==> src/rtl/minha_ram_param.sv <==
// Parametrised RAM: asynchronous read, single-port synchronous write, and a
// built-in clear engine that fills every word with VALOR_LIMPEZA.
//
// state    | meaning
// OCIOSO   | normal operation: user reads and writes
// LIMPANDO | clear engine writes VALOR_LIMPEZA to mem[contador]; output forced to 0
module minha_ram_param #(
  parameter int                       LARGURA_DADOS = 16,
  parameter int                       LARGURA_END   = 6,
  parameter logic [LARGURA_DADOS-1:0] VALOR_LIMPEZA = '0
) (
  input  logic                     clock_principal,
  input  logic                     reset_principal,
  input  logic [LARGURA_DADOS-1:0] dados_entrada,
  input  logic [LARGURA_END-1:0]   endereco_acesso,
  input  logic                     controle_write,
  input  logic                     controle_limpar,
  output logic [LARGURA_DADOS-1:0] dados_saida,
  output logic                     ocupado,
  output logic                     limpeza_concluida
);

  localparam int PROFUNDIDADE = 1 << LARGURA_END;

  typedef enum logic {OCIOSO, LIMPANDO} estado_t;

  estado_t                  estado;
  logic [LARGURA_END-1:0]   contador;
  logic [LARGURA_DADOS-1:0] mem [PROFUNDIDADE];

  always_ff @(posedge clock_principal or posedge reset_principal) begin
    if (reset_principal) begin
      estado            <= LIMPANDO;
      contador          <= '0;
      ocupado           <= 1'b1;
      limpeza_concluida <= 1'b0;
    end else begin
      limpeza_concluida <= 1'b0;
      case (estado)
        LIMPANDO: begin
          contador <= contador + 1'b1;
          // Terminal count: the edge writing the last word ends the clear.
          if (contador == '1) begin
            estado            <= OCIOSO;
            ocupado           <= 1'b0;
            limpeza_concluida <= 1'b1;
          end
        end
        default: begin
          if (controle_limpar) begin
            estado   <= LIMPANDO;
            contador <= '0;
            ocupado  <= 1'b1;
          end
        end
      endcase
    end
  end

  // The array has no reset; while reset is held this only rewrites word 0,
  // which the restarted clear overwrites anyway.
  always_ff @(posedge clock_principal) begin
    if (estado == LIMPANDO)
      mem[contador] <= VALOR_LIMPEZA;
    else if (controle_write && !controle_limpar)
      mem[endereco_acesso] <= dados_entrada;
  end

  assign dados_saida = (estado == OCIOSO) ? mem[endereco_acesso] : '0;

endmodule

==> config.mk <==
export PLATFORM = sky130hd
export DESIGN_NAME = minha_ram_param
export DESIGN_NICKNAME = d
export VERILOG_FILES = /design/src/rtl/minha_ram_param.sv
export SDC_FILE = /design/constraint.sdc
export NUM_CORES = 1
export LEC_CHECK = 0
export CAP_MARGIN = 20
export CORE_AREA = 5 5 334 254
export CTS_BUF_LIST = sky130_fd_sc_hd__clkbuf_4
export CTS_CLUSTER_DIAMETER = 60
export DETAILED_ROUTE_END_ITERATION = 8
export DIE_AREA = 0 0 339 259
export PLACE_DENSITY = 0.71
export SYNTH_ARGS = -nofsm -noshare
export SYNTH_HDL_FRONTEND = slang
export SYNTH_SLANG_ARGS = --single-unit
export TNS_END_PERCENT = 20
==> constraint.sdc <==
create_clock -name clock_principal -period 5 [get_ports clock_principal]
set_input_delay 1 -clock clock_principal [delete_from_list [all_inputs] [get_ports clock_principal]]
set_output_delay 1 -clock clock_principal [all_outputs]
set_load 0.05 [all_outputs]
Yosys cells after proc, flatten, opt, wreduce, memory -nomap -nowiden --
Memory sizes are Yosys's and may differ from the RTL's. Index checks and enable logic that the tools add are counted.
Operators by class: $add $sub $neg 1, eq/ne operators 2, mux-type cells 19, reductions and logical operators 5
Operators with widths (number):
- two-way mux 16 bit | 2
- two-way mux 6 bit | 3
- OR reduction 16 bit | 1
- two-way mux 1 bit | 14
- adder 6 x 1 -> 6 bit (second input constant) | 1
- equality test 6 bit (second input constant) | 1
- != test 2 x 1 -> 1 bit (second input constant) | 1
- AND reduction 2 bit | 1
- nonzero test 2 bit | 1
- logical AND 1 bit | 1
- zero test 1 bit | 1
Word-level totals: flip-flop bits (word level) 9, memory bits (writable) 1024, input bits 26, output and inout bits 18, word-level logic and storage cells 32, memories 1
Memory list:
- mem | depth 64, width 16, read ports 1, clocked after memory_dff 0, wr ports 1, RTL line 29 | logic [LARGURA_DADOS-1:0] mem [PROFUNDIDADE];

Logic depth before layout (Yosys ltp) --
Gate-level depths: netlist of run 1.
depth in word-level cells 7, gate-level depth with buffers 8, depth with buffers taken out 5

Worst setup path before layout of run 1 --
No wires, ideal clock.
path type input port to output port, start in endereco_acesso[0], end out dados_saida[9], arrival 3.556 ns, data required time 4.000 ns, path slack 0.444 ns, cell stages on the path 6, path buffers 2, cells stage by stage buf_6 -> buf_12 -> mux4_1 -> mux2i_1 -> a22o_1 -> o41ai_1
Between the ends: word-level cells in the longest chain between the ends 2
Ends and longest elaborated chain:
- start: declaration | RTL line 15 | input logic [LARGURA_END-1:0] endereco_acesso,
- memory read (64 x 16 bit)
- two-way mux 16 bit | RTL line 69 | assign dados_saida = (estado == OCIOSO) ? mem[endereco_acesso] : '0;
- end: declaration | RTL line 18 | output logic [LARGURA_DADOS-1:0] dados_saida,
No other way between the ends.

Final worst setup path of run 1 --
start in endereco_acesso[4], end out dados_saida[7]
The elaborated chain is that of the path after synthesis.

==> results of run 1 <==
## worst register-to-register path, delay by kind of cell, from the launching register on
family,cells,cell delay (ns)
AND/OR/NAND/NOR,3,1.69
AO/OA/AOI/OAI,1,0.31
flip-flops,1,0.43
buffers and inverters,1,0.32
## cell usage after synthesis, types with 7 or more instances
library cell and count:
a211oi_1 28, and2_1 17, buf_2 41, buf_6 25, clkbuf_1 18, dfrtp_1 7
edfxtp_1 1024, mux2i_1 62, mux4_1 43, mux4_2 213, nand2_1 58, nand3_1 22
nor2_1 74, nor2b_1 14, o21ai_0 7, o221ai_1 11, o22ai_1 46, o41ai_1 12
## layer usage
metal	vias up	GRT usage, %
li1	8496	-
met1	10500	33.2
met2	1197	30.5
met3	154	9.28
met4	4	5.48
met5	-	0
## sequential cells by signal, indices dropped and copies added (netlist names)
signal,flops
mem,1024
contador,6
estado,1
limpeza_concluida,1
ocupado,1
## cells by family after synthesis
kind of cell,Yosys count
DFF,1033
muxes,318
and+or+nand+nor,215
AOI/OAI and AO/OA,125
buffers and inverters,102
xor gates and xnor gates,2
adders and majority gates,1
## stage by stage
step                cell area (um^2)  power, mW  hold WS [ns]
floorplan                      40200       11.2         0.514
finish                         45900       18.2         0.235
CTS                            45800       18.4         0.158
global placement               42900       12.0         0.551
global route                   45900       19.0         0.156
detailed placement             42900       12.0         0.542
## layout make-up
class / instances / share of cell area, %
Sequential cell: 1033 / 67.6
Multi-Input combinational cell: 661 / 18.6
Clock buffer: 356 / 5.83
Timing Repair Buffer: 216 / 4.58
Tap cell: 1069 / 2.92
Clock inverter: 43 / 0.475
Antenna cell: 7 / 0.0382
Inverter: 2 / 0.0164
## power groups by stage
stage               clock network [mW]  registers [mW]  logic, mW
floorplan                            0            10.2       1.04
global placement                     0            10.2       1.72
detailed placement                   0            10.3       1.74
CTS                               6.55            10.1       1.75
global route                      7.04            10.1       1.86
finish                            6.42            10.1       1.75
## worst paths after layout
check,end,slack [ns],cells after the start,from
min in group clock_principal,ocupado,0.55,2,ocupado
hold / removal,limpeza_concluida,0.23,2,reset_principal
max in group asynchronous,estado,4.41,2,reset_principal
setup / recovery,dados_saida[7],0.05,7,endereco_acesso[4]
hold reg to reg,ocupado,0.55,2,ocupado
setup reg to reg,mem[35][10],1.94,5,estado
==> out/summary.txt, run 1 <==
Status - finished, final reports clean
WS Path Type - in -> out
Post-CTS Resized - 0
Worst Path Max Fanout - 26
Final WS setup - 0.0548 ns
DR top layer - met5
Initial antenna violation count - 5
Drc violations - 0
Fraction of layout cells with a size suffix above 1 - 34.6%
XOR/XNOR Fraction of Synth Area - 0.0436%
Critical path required time - 4.00 ns
RSZ-0062 raised after global routing - no
Buffers on Ports - 43
Psw - 4.40 mW
Floorplan core area - 81400 um^2
Top delay family on crit path - buffers and inverters
Metal-1 WL - 39.9 mm
Setup Buffers After CTS - 0
Non-Filler Instances - 3387
Int Pwr - 13.8 mW
Total power divided by cell area - 398 nW/um^2
Initial Utilization - 49.3%
Worst-path cell chain - clkdlybuf4s50_1, or3b_2, o22ai_1, a211oi_1, nand3_1, o41ai_1, buf_12
Hold buffers post-CTS - 0
Largest family of logic cells by synthesized area - multiplexers
DP Worst Slack - 0.114 ns
Worst slew pin tran - 1.08 ns
Synth unique cells - 52
CTS buffer count - 223
Final Setup Violations - 0
Sw frac - 24.1%
DR pass1 iterations - 5
Maximum vdd ir drop - 0.233 mV
Met2 wire length - 40.9 mm
Die Ht - 259 um
Fillers - 5962
Peak Freq - 202 MHz
Setup TNS Final - 0 ns
Hold Fails Final Rpt - 0
Worst hold path class - in -> async
Vias per Instance - 6.01
Worst-Skew Late Latency - 1.09 ns
First-pass GRT wire length - 141 mm
P_leak - 16.0 nW
Starting DRC count in detailed routing - 2573
Final Max Slew Viols - 0
Register area share after synthesis - 77.1%
Largest net degree at the start of global routing - 65
Post-layout minimum cycle time - 4.95 ns
Multi-input logic area - 8520 um^2
Period utilisation layout - 98.9%
Post-synth top area cell - edfxtp_1
Total Routed Length - 96.0 mm
Row Count - 91
Via Count - 20400
Post-synth top flop - edfxtp_1
Gr ovfl total - 0
Final ANT Viol Nets - 0
Post-synthesis mux area share - 16.3%
Asr flop ratio synth - 0.871%
Setup crit start kind - input pin
Post-DP HPWL - 59.7 mm
GP Congestion - 0.917
CP bufs+invs - 2
Avg WL per Cell - 28.3 um
Clock tree root driver cell - clkbuf_4
Simple-gate share of the synthesized area - 2.52%
Met3 WL - 13.3 mm
DIE WIDTH - 339 um
Slew margin rel. - 27.6%
Placed Cells - 2981
Worst Setup End Kind - output pin
Top-Level Pins - 44
Crit path max-delay cell type - clkdlybuf4s50_1
Commonest non-fill, non-tap cell in the layout - edfxtp_1
Power share of the clock group - 35.2%
Post-Syn Instances - 1796
Max-cap violation count - 0
Reg area - 31000 um^2
Area Growth Syn to Fin - 14.2%
GRT Util Overall - 22.2%
Ys Warns - 0
CTS Sinks - 1033
Clk buf depth - 3
Worst Skew - 0.0683 ns
Flop pwr share - 55.2%
Avg Inst Size Synth - 22.4 um^2
Arr. time, crit path - 3.95 ns
Gate power share - 9.6%
Full die area - 87800 um^2
Number of synthesized flops with an enable pin - 1024
Adder-cell share of the synthesized area - 0.0312%
CTS H-tree depth - 4
Final core utilization - 56.3%
Commonest non-fill, non-tap cells in the layout - 1024 x edfxtp_1, 356 x clkbuf_4, 213 x mux4_2
Clk slew on worst S/H paths - 0.07 ns
Synth Area in Compound Gates - 2.24%
Synth top area share - 76.6%
CTS tree - yes
Synth top area cells - edfxtp_1 77%, mux4_2 12%, mux4_1 2.8%
CP max stage delay - 0.84 ns
Synthesized flop and latch total - 1033
Vias in the first global route - 20500
Fin nets - 2164
Synthesized Nets - 1823
Post-Syn Area - 40200 um^2
Power figures use the tool's default switching activity.
==> inputs of run 2 (changes only) <==
- CORE_AREA: 5 5 334 254 -> 10 10 339 259
- DIE_AREA: 0 0 339 259 -> 0 0 349 269
==> out/summary.txt, run 2 (synthesis gave the netlist of run 1 again) <==
Initial antenna violation count - 5
CTS Sinks - 1033
Regs by FF count - mem x1024, contador x6
Arr. time, crit path - 3.81 ns
Clock tree root driver cell - clkbuf_4
Max-cap violation count - 0
Buffers on Ports - 43
Peak Freq - 208 MHz
Int Pwr - 13.9 mW
Setup Buffers After CTS - 0
Gate power share - 9.6%
Hold buffers post-CTS - 0
DIE WIDTH - 349 um
Period utilisation layout - 96.1%
Worst hold path class - in -> async
Fin area - 45800 um^2
Sw frac - 24.4%
Worst-Skew Late Latency - 1.09 ns
Post-layout minimum cycle time - 4.81 ns
Metal-1 WL - 39.7 mm
Total Routed Length - 97.0 mm
CTS tree - yes
Clk slew on worst S/H paths - 0.07 ns
Full die area - 93900 um^2
Met2 wire length - 40.7 mm
Top reg by flops - mem
GRT Util Overall - 20.9%
Floorplan core area - 81300 um^2
Max reg flops - 1024
Worst Setup End Kind - output pin
DR pass1 iterations - 6
Status - finished, final reports clean
Vias per Instance - 6.14
Hold Fails Final Rpt - 0
Critical path required time - 4.00 ns
Final ANT Viol Nets - 0
Met3 WL - 14.4 mm
Starting DRC count in detailed routing - 2664
Worst Path Max Fanout - 15
WS Path Type - in -> out
WHS - 0.226 ns
Psw - 4.48 mW
Flop pwr share - 55.0%
First-pass GRT wire length - 142 mm
Post-DP HPWL - 59.1 mm
Maximum vdd ir drop - 0.285 mV
Commonest non-fill, non-tap cell in the layout - edfxtp_1
Final Setup Violations - 0
Final Max Slew Viols - 0
Area Growth Syn to Fin - 14.1%
Die Ht - 269 um
Fillers - 5987
Row Count - 91
Largest net degree at the start of global routing - 65
P_leak - 16.0 nW
Total power divided by cell area - 400 nW/um^2
Setup TNS Final - 0 ns
Top-Level Pins - 44
Setup crit start kind - input pin
Total power - 18.3 mW
Power share of the clock group - 35.4%
Via Count - 20800
Placed inst area - 42700 um^2
Worst Skew - 0.0598 ns
DR top layer - met5
Clk buf depth - 3
Slew margin rel. - 28.8%
Vias in the first global route - 20500
GP Congestion - 0.857
CTS buffer count - 227
Worst slew pin tran - 1.07 ns
Post-CTS Resized - 0
Initial Utilization - 49.4%
RSZ-0062 raised after global routing - no
Commonest non-fill, non-tap cells in the layout - 1024 x edfxtp_1, 355 x clkbuf_4, 213 x mux4_2
Fin nets - 2156
Avg WL per Cell - 28.6 um
CTS H-tree depth - 4
Fraction of layout cells with a size suffix above 1 - 34.1%
Drc violations - 0
Gr ovfl total - 0
-- run 2: cell types whose count changed in the layout (fill, tap and decap cells not counted), sizes merged --
cell,delta
inv,-1
buf,-13
clkinv,+12
diode,+3
-- run 2: worst max-delay path, cell delays in order --
cell	delay, ns
clkdlybuf4s50_1	0.70
or3_1	0.66
o22ai_1	0.32
a211oi_1	0.38
nand3_1	0.29
o41ai_1	0.22
buf_12	0.22
-- run 2: final cells by class --
type / count / area, um^2 / area share (%)
clock buffers: 355 / 2670 / 5.81
multi-input cells: 661 / 8520 / 18.6
well taps: 1069 / 1340 / 2.92
diodes: 10 / 25.0 / 0.0546
repair buffers: 204 / 2030 / 4.43
flip-flops and latches: 1033 / 31000 / 67.6
inverters: 2 / 7.51 / 0.0164
clock inverters: 54 / 273 / 0.595
-- run 2: power groups by stage --
stage / combinational [mW] / clock, mW / sequential (mW)
2_1_floorplan: 1.04 / 0 / 10.2
3_3_place_gp: 1.69 / 0 / 10.2
3_5_place_dp: 1.72 / 0 / 10.3
4_1_cts: 1.73 / 6.61 / 10.1
5_1_grt: 1.84 / 7.08 / 10.1
6_report: 1.75 / 6.49 / 10.1
-- run 2: final timing paths --
path	slack, ns	startpoint	cells after the start	endpoint
max	0.19	endereco_acesso[4]	7	dados_saida[5]
min reg2reg	0.59	ocupado	2	ocupado
min in group clock_principal	0.59	ocupado	2	ocupado
max reg2reg	1.82	estado	6	mem[25][15]
min	0.23	reset_principal	2	contador[0]
max in group asynchronous	4.43	reset_principal	2	estado
-- run 2: per-stage QoR --
step | utilization [%] | worst slack [ns] | std cells
4_1_cts | 56.2 | 0.226 | 3372
2_1_floorplan | - | 0.444 | 1796
3_5_place_dp | 52.6 | 0.231 | 2963
6_report | 56.4 | 0.193 | 3388
3_3_place_gp | 52.6 | 0.215 | 2962
5_1_grt | 56.4 | 0.163 | 3382
-- run 2: per-layer routing --
layer / up-vias / track usage, %
met5: - / 0
met4: 2 / 6.87
met3: 140 / 8.00
met2: 1394 / 27.7
met1: 10800 / 31.4
li1: 8484 / -
